[src/rtl/dti_sink.sv]
// rtl/dti_sink.sv - DTI consumer endpoint: backpressure generator, show-ahead capture FIFO, counters.
// Optional valid/data hold check enabled by defining DTI_SINK_HOLD_CHECK_EN.
module dti_sink #(
   parameter int unsigned W_DATA    = 16,
   parameter int unsigned DEPTH     = 8,
   parameter logic [15:0] LFSR_SEED = 16'hACE1,
   parameter int unsigned W_CNT     = 32
) (
   input  logic                      clk,
   input  logic                      rst,
   input  logic [W_DATA-1:0]         din_data,
   input  logic                      din_valid,
   output logic                      din_ready,
   input  logic [1:0]                cfg_mode,
   input  logic [7:0]                cfg_on,
   input  logic [7:0]                cfg_off,
   input  logic [7:0]                cfg_thresh,
   input  logic                      rd_en,
   output logic [W_DATA-1:0]         rd_data,
   output logic                      rd_empty,
   output logic [$clog2(DEPTH):0]    fill,
   input  logic                      cnt_clr,
   output logic [W_CNT-1:0]          xfer_cnt,
   output logic [W_CNT-1:0]          stall_cnt,
   output logic                      err_hold
);
   localparam int unsigned AW = $clog2(DEPTH);
   localparam logic [AW:0] DEPTH_W = (AW+1)'(DEPTH);

   localparam logic [1:0] MODE_ALWAYS   = 2'd0;
   localparam logic [1:0] MODE_NEVER    = 2'd1;
   localparam logic [1:0] MODE_PERIODIC = 2'd2;
   localparam logic [1:0] MODE_RANDOM   = 2'd3;

   typedef enum logic {PH_ON, PH_OFF} phase_e;

   logic [W_DATA-1:0] mem_q [DEPTH];
   logic [AW-1:0]     wr_ptr_q, wr_ptr_d;
   logic [AW-1:0]     rd_ptr_q, rd_ptr_d;
   logic [AW:0]       fill_q, fill_d;
   logic              ready_q, ready_d;
   logic [15:0]       lfsr_q, lfsr_d;
   phase_e            phase_q, phase_d;
   logic [7:0]        pcnt_q, pcnt_d;
   logic [W_CNT-1:0]  xfer_q, xfer_d;
   logic [W_CNT-1:0]  stall_q, stall_d;
   logic              push, pop, allow;

   assign push = din_valid & ready_q;
   assign pop  = rd_en & (fill_q != '0);

   assign din_ready = ready_q;
   assign rd_data   = mem_q[rd_ptr_q];
   assign rd_empty  = (fill_q == '0);
   assign fill      = fill_q;
   assign xfer_cnt  = xfer_q;
   assign stall_cnt = stall_q;

   always_comb begin
      wr_ptr_d = push ? wr_ptr_q + AW'(1) : wr_ptr_q;
      rd_ptr_d = pop  ? rd_ptr_q + AW'(1) : rd_ptr_q;
      fill_d   = fill_q + {{AW{1'b0}}, push} - {{AW{1'b0}}, pop};
   end

   // x^16+x^14+x^13+x^11+1, shifting right; steps every cycle regardless of mode
   assign lfsr_d = {lfsr_q[0] ^ lfsr_q[2] ^ lfsr_q[3] ^ lfsr_q[5], lfsr_q[15:1]};

   // Periodic phase FSM: phase_q is the phase of the ready value being registered now
   always_comb begin
      phase_d = phase_q;
      pcnt_d  = pcnt_q;
      if (cfg_mode != MODE_PERIODIC) begin
         phase_d = PH_ON;
         pcnt_d  = '0;
      end else if (phase_q == PH_ON) begin
         if (({1'b0, pcnt_q} + 9'd1) >= {1'b0, cfg_on}) begin
            pcnt_d  = '0;
            phase_d = (cfg_off == 8'd0) ? PH_ON : PH_OFF;
         end else begin
            pcnt_d = pcnt_q + 8'd1;
         end
      end else begin
         if (({1'b0, pcnt_q} + 9'd1) >= {1'b0, cfg_off}) begin
            pcnt_d  = '0;
            phase_d = PH_ON;
         end else begin
            pcnt_d = pcnt_q + 8'd1;
         end
      end
   end

   always_comb begin
      allow = 1'b0;
      case (cfg_mode)
         MODE_ALWAYS:   allow = 1'b1;
         MODE_NEVER:    allow = 1'b0;
         MODE_PERIODIC: allow = (phase_q == PH_ON) && (cfg_on != 8'd0);
         MODE_RANDOM:   allow = (lfsr_d[7:0] < cfg_thresh);
         default:       allow = 1'b0;
      endcase
      // Gating on next occupancy keeps the FIFO from ever overflowing
      ready_d = allow && (fill_d < DEPTH_W);
   end

   always_comb begin
      xfer_d  = xfer_q;
      stall_d = stall_q;
      if (cnt_clr) begin
         xfer_d  = '0;
         stall_d = '0;
      end else begin
         if (push && (xfer_q != '1)) begin
            xfer_d = xfer_q + W_CNT'(1);
         end
         if (din_valid && !ready_q && (stall_q != '1)) begin
            stall_d = stall_q + W_CNT'(1);
         end
      end
   end

   always_ff @(posedge clk) begin
      if (push) begin
         mem_q[wr_ptr_q] <= din_data;
      end
   end

   always_ff @(posedge clk) begin
      if (rst) begin
         wr_ptr_q <= '0;
         rd_ptr_q <= '0;
         fill_q   <= '0;
         ready_q  <= 1'b0;
         lfsr_q   <= LFSR_SEED;
         phase_q  <= PH_ON;
         pcnt_q   <= '0;
         xfer_q   <= '0;
         stall_q  <= '0;
      end else begin
         wr_ptr_q <= wr_ptr_d;
         rd_ptr_q <= rd_ptr_d;
         fill_q   <= fill_d;
         ready_q  <= ready_d;
         lfsr_q   <= lfsr_d;
         phase_q  <= phase_d;
         pcnt_q   <= pcnt_d;
         xfer_q   <= xfer_d;
         stall_q  <= stall_d;
      end
   end

`ifdef DTI_SINK_HOLD_CHECK_EN
   logic              pend_q;
   logic [W_DATA-1:0] prev_data_q;
   logic              err_q, err_d;

   // A stalled offer must be repeated unchanged on the following cycle
   always_comb begin
      err_d = err_q | (pend_q & (!din_valid | (din_data != prev_data_q)));
   end

   always_ff @(posedge clk) begin
      if (rst) begin
         pend_q      <= 1'b0;
         prev_data_q <= '0;
         err_q       <= 1'b0;
      end else begin
         pend_q      <= din_valid & !ready_q;
         prev_data_q <= din_data;
         err_q       <= err_d;
      end
   end

   assign err_hold = err_q;
`else
   assign err_hold = 1'b0;
`endif

endmodule

[config.mk]
export PLATFORM = sky130hd
export DESIGN_NAME = dti_sink
export DESIGN_NICKNAME = d
export VERILOG_FILES = /design/src/rtl/dti_sink.sv
export SDC_FILE = /design/constraint.sdc
export NUM_CORES = 1
export LEC_CHECK = 0
export BUFFER_PORTS_ARGS = -buffer_cell sky130_fd_sc_hd__clkbuf_2
export CORE_UTILIZATION = 62
export DETAILED_ROUTE_END_ITERATION = 6
export MAX_ROUTING_LAYER = met4
export PLACE_DENSITY = 0.85
export SLEW_MARGIN = 20
export SYNTH_ARGS = -nofsm -noshare
export SYNTH_HDL_FRONTEND = slang
export SYNTH_SLANG_ARGS = --single-unit
[constraint.sdc]
create_clock -name clk -period 7.5 [get_ports clk]
set_clock_uncertainty 0.1 [all_clocks]
set_input_delay 0.75 -clock clk [delete_from_list [all_inputs] [get_ports clk]]
set_output_delay 0.75 -clock clk [all_outputs]
set_load 0.1 [all_outputs]
==> impl_metrics.csv, run 1 <==
group,metric,value,unit
power,p_seq_share,43.6,%
clocking,cts_num_sinks,231,
clocking,cts_made_buffers,23,
global_routing,use_met1,33.9,%
synthesis,yosysUniqueCellTypes,63,
placement,place_congestion,0.840,
worst_hold_path,min_path_cells,1,
synthesis,synth_xor_area_share,1.98,%
synthesis,synth_largest_area_cell,"edfxtp_1",
die,die_w,130,um
synthesis,yosysTopAreaCellShare,37.8,%
synthesis,synth.area.mux_share,9.25,%
clocking,ctsResizeCount,0,
timing,slew_headroom,42.3,%
routing,vias_per_cell,6.04,
synthesis,synth_warnings,0,
finish,post-route-util,73.7,%
synthesis,synth.most_common_cell,"edfxtp_1",
clocking,clk_latency,0.50,ns
setup_path,r2r-start,"pcnt_q[0]$_SDFF_PP0_",
worst_hold_path,hp-start,"lfsr_q[11]$_SDFF_PP1_",
synthesis,yosys-top-cells-area,"edfxtp_1 (38%), dfxtp_1 (20%), mux4_2 (7.1%), ha_1 (4.1%), a21oi_1 (2.8%)",
outcome,outcome,"complete, no violations",
global_routing,grt_pass1_wl,34.0,mm
power,clkPwrFrac,32.0,%
setup_path,cp.required,6.65,ns
die,initial_core_util,63.8,%
routing,ant_nets,0,
routing,first_pass_iters,5,
job,max_cap_violations,0,
clocking,hold_buffers,0,
setup_path,r2r_cells,10,
global_routing,grt.overflow.total,0,
power,p_sw_share,32.9,%
power,p_sw,1090,uW
routing,drtIter0Drc,469,
routing,routed_wirelength,21.7,mm
synthesis,syn-cell-area,0.0102,mm2
synthesis,synth_fp_nets,893,
synthesis,ys_top_cells_by_count,"edfxtp_1 (128), dfxtp_1 (103), a21oi_1 (56)",
synthesis,synth-adder-area-share,4.26,%
timing,hold_viol,0,
clocking,postCtsSetupBuffers,0,
routing,wl_per_cell,18.4,um
setup_path,end_kind,"output pin",
synthesis,synth_compound_area_share,8.67,%
synthesis,synthArstFlopShare,0,%
die,core-area,0.0159,mm2
timing,hold_ws,0.323,ns
power,ir_drop,0.245,mV
die,core.rowCount,46,
routing,drcViolationCount,0,
routing,vias,7130,
synthesis,synth.avg_cell_area,12.5,um2
global_routing,grt_use_met2,44.6,%
power,p_total,3310,uW
die,die_y,130,um
worst_hold_path,hp-class,"flop to flop",
synthesis,synth_top_family_by_area,"simple AND/OR/NAND/NOR gates",
timing,min_period_over_period,46.0,%
finish,nNetsFinal,1029,
finish,area_growth,15.6,%
clocking,cts_tree,"done",
die,dieArea,0.0169,mm2
power,p_int,2220,uW
synthesis,ys_seq_area_share,58.1,%
timing,rsz0062_at_grt,"no",
die,io_pins,134,
timing,max_freq,0.290,GHz
power,power_density,281,mW/mm2
global_routing,busiest_layer,"met2",
global_routing,track_usage,26.8,%
placement,io_buffers,132,
clocking,root_buffer,"clkbuf_16",
synthesis,synth_edf_count,128,
power,power_frac_comb,24.4,%
clocking,clock_path_buffers,3,
timing,slew_viol_final,0,
clocking,clkTransAtPathRegs,0.06,ns
setup_path,crit_fanout,32,
global_routing,grt_pass1_vias,6772,
finish,diodes,0,
global_routing,grt_max_degree,59,
finish,drive_gt1_share,26.1,%
synthesis,synth_cells,812,
placement,dpl.hpwl,14.1,mm
synthesis,yosys.area_share.simple,14.9,%
timing,worstMarginPinSlew,0.864,ns
timing,final.setup.tns,0,ns
timing,final.min_clock_period,3.45,ns
clocking,htree_levels,1,
power,p_leak,0.00424,uW
setup_path,critPathKind,"flop to output pin",
synthesis,synth-seq-cells,231,
synthesis,yosys_most_used_dff,"edfxtp_1",
setup_path,cp.arrival,2.60,ns
setup_path,crit_path_start_kind,"flop",
global_routing,grt_use_met3,3.57,%
global_routing,antenna_found_initial,0,
timing,setup_viol,0,
power groups by stage:
| stage | Sequential (uW) | Combinational, uW | Clock (uW) |
|---|---|---|---|
| after floorplan | 1490 | 647 | 0 |
| after global placement | 1460 | 777 | 0 |
| after detailed placement | 1470 | 801 | 0 |
| after CTS | 1440 | 813 | 1080 |
| after global routing | 1450 | 850 | 1120 |
| final | 1440 | 808 | 1060 |
cells by family (layout without fill, tap and decap cells):
logic type,Yosys count,after routing
compound gates,143,143
other cells,1,1
simple gates,262,262
buf+inv,66,219
flops,231,231
fa+ha+maj,34,34
mux,52,52
xor+xnor,23,23
critical path: stages, from the launching register on:
cell and delay (ns):
dfxtp_4 0.76, mux4_2 0.62, mux2_2 0.32, clkbuf_2 0.38
sequential cells by signal, summed over array words and instances (netlist names), named ones only:
signal / cells
mem_q: 128
stall_cnt: 32
wr_ptr_q: 3
phase_q: 1
din_ready: 1
pcnt_q: 8
lfsr_q: 16
xfer_cnt: 32
rd_ptr_q: 3
fill: 4
path summary, 6_finish.rpt:
check	end	slack [ns]
worst max-delay path	rd_data[2]	4.05
worst min-delay path	lfsr_q[10]$_SDFF_PP1_	0.32
worst max register to register	pcnt_q[6]$_SDFF_PP0_	4.66
worst min register to register	lfsr_q[10]$_SDFF_PP1_	0.32
through the flow:
stage	cells	cell area, um2	setup slack, ns
final	1181	11800	4.05
after global routing	1181	11800	3.94
after CTS	1181	11800	3.65
after detailed placement	1139	11100	4.20
after global placement	1139	11100	4.31
after floorplan	812	10200	2.30
layer usage:
metal / up-vias / part of all wire (%)
met2: 251 / 50
li1: 3385 / -
met3: 48 / 5.6
met1: 3446 / 42
met4: 0 / 2.9
met5: - / 0
layout by cell type (no fill, tap or decap), types with 3 or more instances in the layout:
cell,synthesis,layout
clkbuf_2,1,132
edfxtp_1,128,128
dfxtp_1,103,102
a21oi_1,56,56
nand2_1,40,40
nor2_1,36,36
or3_1,35,35
inv_1,33,33
ha_1,33,33
mux4_2,32,32
o21ai_0,32,32
nand4_1,28,28
nand3_1,27,27
clkbuf_16,0,23
or4_1,21,21
o31ai_1,18,18
mux2_2,16,16
xnor2_1,13,13
nor2b_1,11,11
buf_4,2,11
xor2_1,10,10
or2_2,10,9
a21boi_0,7,7
nand2b_1,6,6
nor3_1,10,6
and2_1,6,6
o211ai_1,6,6
clkinv_2,0,6
and3_1,5,5
and4_1,5,5
nor4_1,6,5
clkinv_1,0,5
nor3_2,0,4
mux2i_1,4,4
o21a_1,4,4
a211oi_1,4,4
a21o_1,3,3
clkbuf_1,18,3
final cells by class:
type,count,area [um2]
Multi-Input combinational cell,515,4000
Fill cell,1050,4190
Clock buffer,26,587
Timing Repair Buffer,143,743
Inverter,34,133
Tap cell,216,270
Sequential cell,231,5910
Clock inverter,16,111
No activity file was read; power rests on OpenSTA's default activity.
==> inputs of run 2 (changes only) <==
--- a/config.mk
+++ b/config.mk
@@ -6,10 +6,10 @@
 export NUM_CORES = 1
 export LEC_CHECK = 0
 export BUFFER_PORTS_ARGS = -buffer_cell sky130_fd_sc_hd__clkbuf_2
-export CORE_UTILIZATION = 62
+export CORE_UTILIZATION = 58
 export DETAILED_ROUTE_END_ITERATION = 6
 export MAX_ROUTING_LAYER = met4
-export PLACE_DENSITY = 0.85
+export PLACE_DENSITY = 0.8
 export SLEW_MARGIN = 20
 export SYNTH_ARGS = -nofsm -noshare
 export SYNTH_HDL_FRONTEND = slang
==> constraint.sdc (replaced) <==
create_clock -name clk -period 3.6 [get_ports clk]
set_clock_uncertainty 0.1 [all_clocks]
set_input_delay 0.36 -clock clk [delete_from_list [all_inputs] [get_ports clk]]
set_output_delay 0.36 -clock clk [all_outputs]
set_load 0.1 [all_outputs]
==> run 2 against run 1 <==
  * Core utilization down 4.9 points
  * Cell count up 1.0%
  * Design area up 0.99%
  * Combinational power up 120%
  * Total power up 110%
==> impl_metrics.csv, run 2 (same netlist as run 1, synthesis figures left out) <==
group,metric,value,unit
clocking,postCtsSetupBuffers,0,
timing,final.setup.tns,0,ns
finish,final_cell_mix,"clkbuf_2 (132), edfxtp_1 (128), dfxtp_1 (102)",
global_routing,grt_max_degree,59,
die,io_pins,134,
routing,met2RoutedLength,10.5,mm
global_routing,track_usage,25.2,%
power,ir_drop,0.513,mV
routing,drtIter0Drc,465,
power,power_density,598,mW/mm2
setup_path,max_stage_delay,0.60,ns
die,core-area,0.0172,mm2
finish,diodes,0,
setup_path,crit_path_start_kind,"flop",
setup_path,slowest_stage,"mux4_2",
setup_path,cp_top_family,"multiplexers",
clocking,cts_num_sinks,231,
die,dieArea,0.0181,mm2
placement,post-place-cells,1151,
outcome,outcome,"complete, no violations",
placement,place_congestion,0.858,
routing,vias,7185,
clocking,root_buffer,"clkbuf_16",
timing,worstMarginPinSlew,0.858,ns
finish,regMostFlops,"mem_q",
power,p_leak,0.00429,uW
die,die_y,134,um
clocking,ctsResizeCount,0,
routing,top_layer,"met4",
die,core.rowCount,48,
routing,wl_met3,1.37,mm
finish,area_growth,16.8,%
timing,slew_viol_final,0,
clocking,clock_path_buffers,3,
placement,dpl.hpwl,14.3,mm
global_routing,grt.overflow.total,0,
finish,final_cell_count_no_fill,1193,
die,die_w,134,um
job,max_cap_violations,0,
clocking,cts_made_buffers,23,
global_routing,grt_pass1_wl,34.6,mm
routing,routed_wirelength,21.9,mm
finish,drive_gt1_share,26.5,%
die,initial_core_util,59.0,%
routing,wl_per_cell,18.4,um
routing,ant_nets,0,
timing,min_period_over_period,85.6,%
setup_path,cp_cell_sequence,"buf_4, mux4_2, mux2_2, clkbuf_2",
finish,largest_reg_flops,128,
global_routing,grt_pass1_vias,6696,
routing,first_pass_iters,7,
clocking,htree_levels,1,
clocking,clk_latency,0.51,ns
timing,max_freq,0.324,GHz
routing,vias_per_cell,6.02,
worst_hold_path,hp-class,"input pin to flop",
clocking,hold_buffers,0,
timing,hold_viol,0,
setup_path,end_kind,"output pin",
finish,mostFrequentLayoutCell,"clkbuf_2",
timing,slew_headroom,42.4,%
setup_path,path_buf_inv,2,
placement,io_buffers,132,
routing,drcViolationCount,0,
clocking,cts_tree,"done",
setup_path,cp.required,3.14,ns
setup_path,critPathKind,"flop to output pin",
setup_path,cp.arrival,2.62,ns
clocking,clkTransAtPathRegs,0.06,ns
routing,drt-met1-wl,9.53,mm
setup_path,crit_fanout,32,
timing,final.min_clock_period,3.08,ns
timing,rsz0062_at_grt,"no",
global_routing,antenna_found_initial,0,
finish,nNetsFinal,1032,
timing,setup_viol,0,
==> run 2: layout make-up <==
type | instances | area, um2
sequential | 231 | 5910
inverter | 34 | 133
timing repair buffer | 146 | 766
clock inverter | 10 | 130
tap | 225 | 282
clock buffer | 32 | 633
multi-input combinational | 515 | 4020
fill | 1195 | 5360
==> run 2: layer usage <==
layer	up-vias	track usage [%]
met4	0	6.55
met3	46	3.55
li1	3388	-
met2	255	40.2
met5	-	-
met1	3496	34.1
==> run 2: final timing paths <==
path	startpoint	to	slack [ns]	cells after the start
worst max-delay path	flop	rd_data[15]	0.52	4
worst min register to register	lfsr_q[12]$_SDFF_PP0_	lfsr_q[11]$_SDFF_PP1_	0.31	1
worst min-delay path	din_data[8]	mem_q[7][8]$_DFFE_PP_	0.04	1
worst max register to register	pcnt_q[0]$_SDFF_PP0_	pcnt_q[5]$_SDFF_PP0_	0.82	10
==> run 2: report_power, final <==
part	internal, uW	total [uW]	switching (uW)
sequential	2860	2920	55.7
clock	1450	2410	959
combinational	530	1780	1250
total	4840	7100	2270
==> run 2: through the flow <==
stage	utilization, %	instance area [um2]	power [uW]	hold slack, ns	setup WS, ns
2_1_floorplan	-	10200	4470	0.289	0.0367
3_5_place_dp	64.4	11100	4760	0.297	0.895
3_3_place_gp	64.4	11100	4710	0.293	1.01
5_1_grt	68.9	11900	7360	0.0369	0.394
6_report	68.9	11900	7100	0.0389	0.517
4_1_cts	68.9	11900	7160	0.0216	0.464
==> inputs of run 3 (changes only) <==
--- a/config.mk
+++ b/config.mk
@@ -6,10 +6,12 @@
 export NUM_CORES = 1
 export LEC_CHECK = 0
 export BUFFER_PORTS_ARGS = -buffer_cell sky130_fd_sc_hd__clkbuf_2
-export CORE_UTILIZATION = 58
+export CELL_PAD_IN_SITES_DETAIL_PLACEMENT = 2
+export CELL_PAD_IN_SITES_GLOBAL_PLACEMENT = 2
+export CORE_UTILIZATION = 39
 export DETAILED_ROUTE_END_ITERATION = 6
 export MAX_ROUTING_LAYER = met4
-export PLACE_DENSITY = 0.8
+export PLACE_DENSITY_LB_ADDON = 0.1
 export SLEW_MARGIN = 20
 export SYNTH_ARGS = -nofsm -noshare
 export SYNTH_HDL_FRONTEND = slang
==> run 3 against run 2 <==
  * Highest routed layer unchanged
  * Via count increased by 2.5%
  * Global-route usage fell by 1.4 points
  * Core utilization down 21 points
  * Largest cell class unchanged
==> impl_metrics.csv, run 3 (same netlist as run 1, synthesis figures left out) <==
group,metric,value,unit
worst_hold_path,hp-start,"din_data[12]",
setup_path,r2r_slack,0.48,ns
finish,drive_gt1_share,27.1,%
placement,post-place-cells,1257,
die,initial_core_util,40.0,%
clocking,clk_latency,0.54,ns
timing,min_period_over_period,87.0,%
clocking,hold_buffers,2,
routing,vias,7362,
die,core-area,0.0254,mm2
global_routing,grt_pass1_wl,47.5,mm
finish,regMostFlops,"mem_q",
job,max_cap_violations,0,
finish,mostFrequentLayoutCell,"clkbuf_2",
global_routing,grt_pass1_vias,8380,
clocking,ctsResizeCount,0,
setup_path,r2r-start,"pcnt_q[0]$_SDFF_PP0_",
die,die_y,163,um
finish,nNetsFinal,1038,
die,die_w,163,um
routing,vias_per_cell,5.63,
worst_hold_path,min_path_cells,1,
routing,first_pass_iters,4,
setup_path,r2r_cells,10,
finish,largest_reg_flops,128,
timing,final.min_clock_period,3.13,ns
power,ir_drop,0.451,mV
placement,io_buffers,132,
finish,diodes,0,
timing,slew_viol_final,0,
global_routing,grt_max_degree,44,
placement,place_congestion,0.797,
finish,final_cell_count_no_fill,1307,
clocking,cts_made_buffers,26,
routing,wl_per_cell,23.0,um
clocking,htree_levels,1,
clocking,postCtsSetupBuffers,0,
clocking,clock_path_buffers,3,
timing,worstMarginPinSlew,0.997,ns
worst_hold_path,hp-class,"input pin to flop",
setup_path,crit_path_start_kind,"flop",
clocking,clkTransAtPathRegs,0.06,ns
die,core.rowCount,58,
timing,slew_headroom,33.4,%
timing,rsz0062_at_grt,"no",
setup_path,cp.arrival,2.67,ns
clocking,cts_tree,"done",
die,io_pins,134,
setup_path,critPathKind,"flop to output pin",
timing,hold_viol,0,
routing,ant_nets,0,
routing,routed_wirelength,30.0,mm
routing,drcViolationCount,0,
timing,hold_ws,0.0163,ns
setup_path,regToRegEndpoint,"pcnt_q[3]$_SDFF_PP0_",
clocking,cts_num_sinks,231,
global_routing,grt.overflow.total,0,
timing,final.setup.tns,0,ns
outcome,outcome,"complete, no violations",
setup_path,crit_fanout,32,
power,power_density,614,mW/mm2
setup_path,cp.required,3.14,ns
power,p_total,7470,uW
global_routing,track_usage,23.8,%
timing,setup_viol,0,
worst_hold_path,min_to,"mem_q[1][12]$_DFFE_PP_",
finish,final_cell_mix,"clkbuf_2 (132), edfxtp_1 (128), dfxtp_1 (102)",
setup_path,end_kind,"output pin",
placement,dpl.hpwl,20.8,mm
clocking,root_buffer,"clkbuf_16",
routing,drtIter0Drc,343,
die,dieArea,0.0267,mm2
global_routing,antenna_found_initial,0,
timing,max_freq,0.319,GHz
power,p_leak,0.00434,uW
finish,area_growth,19.7,%
## run 3: changes by cell type in the layout (fill, tap and decap cells not counted), sizes merged
cell,previous run,this run
dlygate4sd3,0,2
clkinv,5,11
clkinvlp,1,5
buf,14,15
clkbuf,164,160
bufinv,3,4
inv,35,34
## run 3: worst max-delay path by stage
stage	to	slack, ns	cells after the start
3_5_place_dp	pcnt_q[3]$_SDFF_PP0_	0.55	10
4_1_cts	rd_data[8]	0.40	4
5_1_grt	pcnt_q[3]$_SDFF_PP0_	0.18	10
2_1_floorplan	din_ready$_SDFF_PP0_	0.04	12
6_report	rd_data[13]	0.47	4
3_3_place_gp	pcnt_q[7]$_SDFF_PP0_	0.98	10
## run 3: cell type report
class	count	area, um2
inverters	34	133
fillers	2527	13200
well taps	330	413
clock inverters	20	218
multi-input cells	515	4050
repair buffers	149	793
clock buffers	28	658
flip-flops and latches	231	5910
## run 3: per-layer routing
layer / track usage [%] / vias to the layer above / routed length, um
met2: 43.8 / 171 / 16100
met3: 3.73 / 49 / 1280
li1: - / 3386 / -
met4: 5.85 / 0 / 688
met1: 26.8 / 3756 / 12000
met5: - / - / 0
## run 3: report_power, final
group / total, uW / switching, uW / internal [uW]
registers: 2920 / 56.8 / 2860
clock network: 2720 / 1110 / 1610
logic: 1830 / 1300 / 535
## run 3: critical path, cell delays in order, from the launching register on
cell and delay (ns):
dfxtp_2 0.32, buf_4 0.53, mux4_2 0.60, mux2_2 0.31, clkbuf_2 0.38
## run 3: metrics by stage
stage | instance area [um2] | worst slack [ns] | utilization, %
floorplan | 10200 | 0.0367 | -
global placement | 11300 | 0.975 | 44.4
detailed placement | 11300 | 0.553 | 44.4
CTS | 12200 | 0.397 | 47.9
global route | 12200 | 0.177 | 47.9
finish | 12200 | 0.468 | 47.9
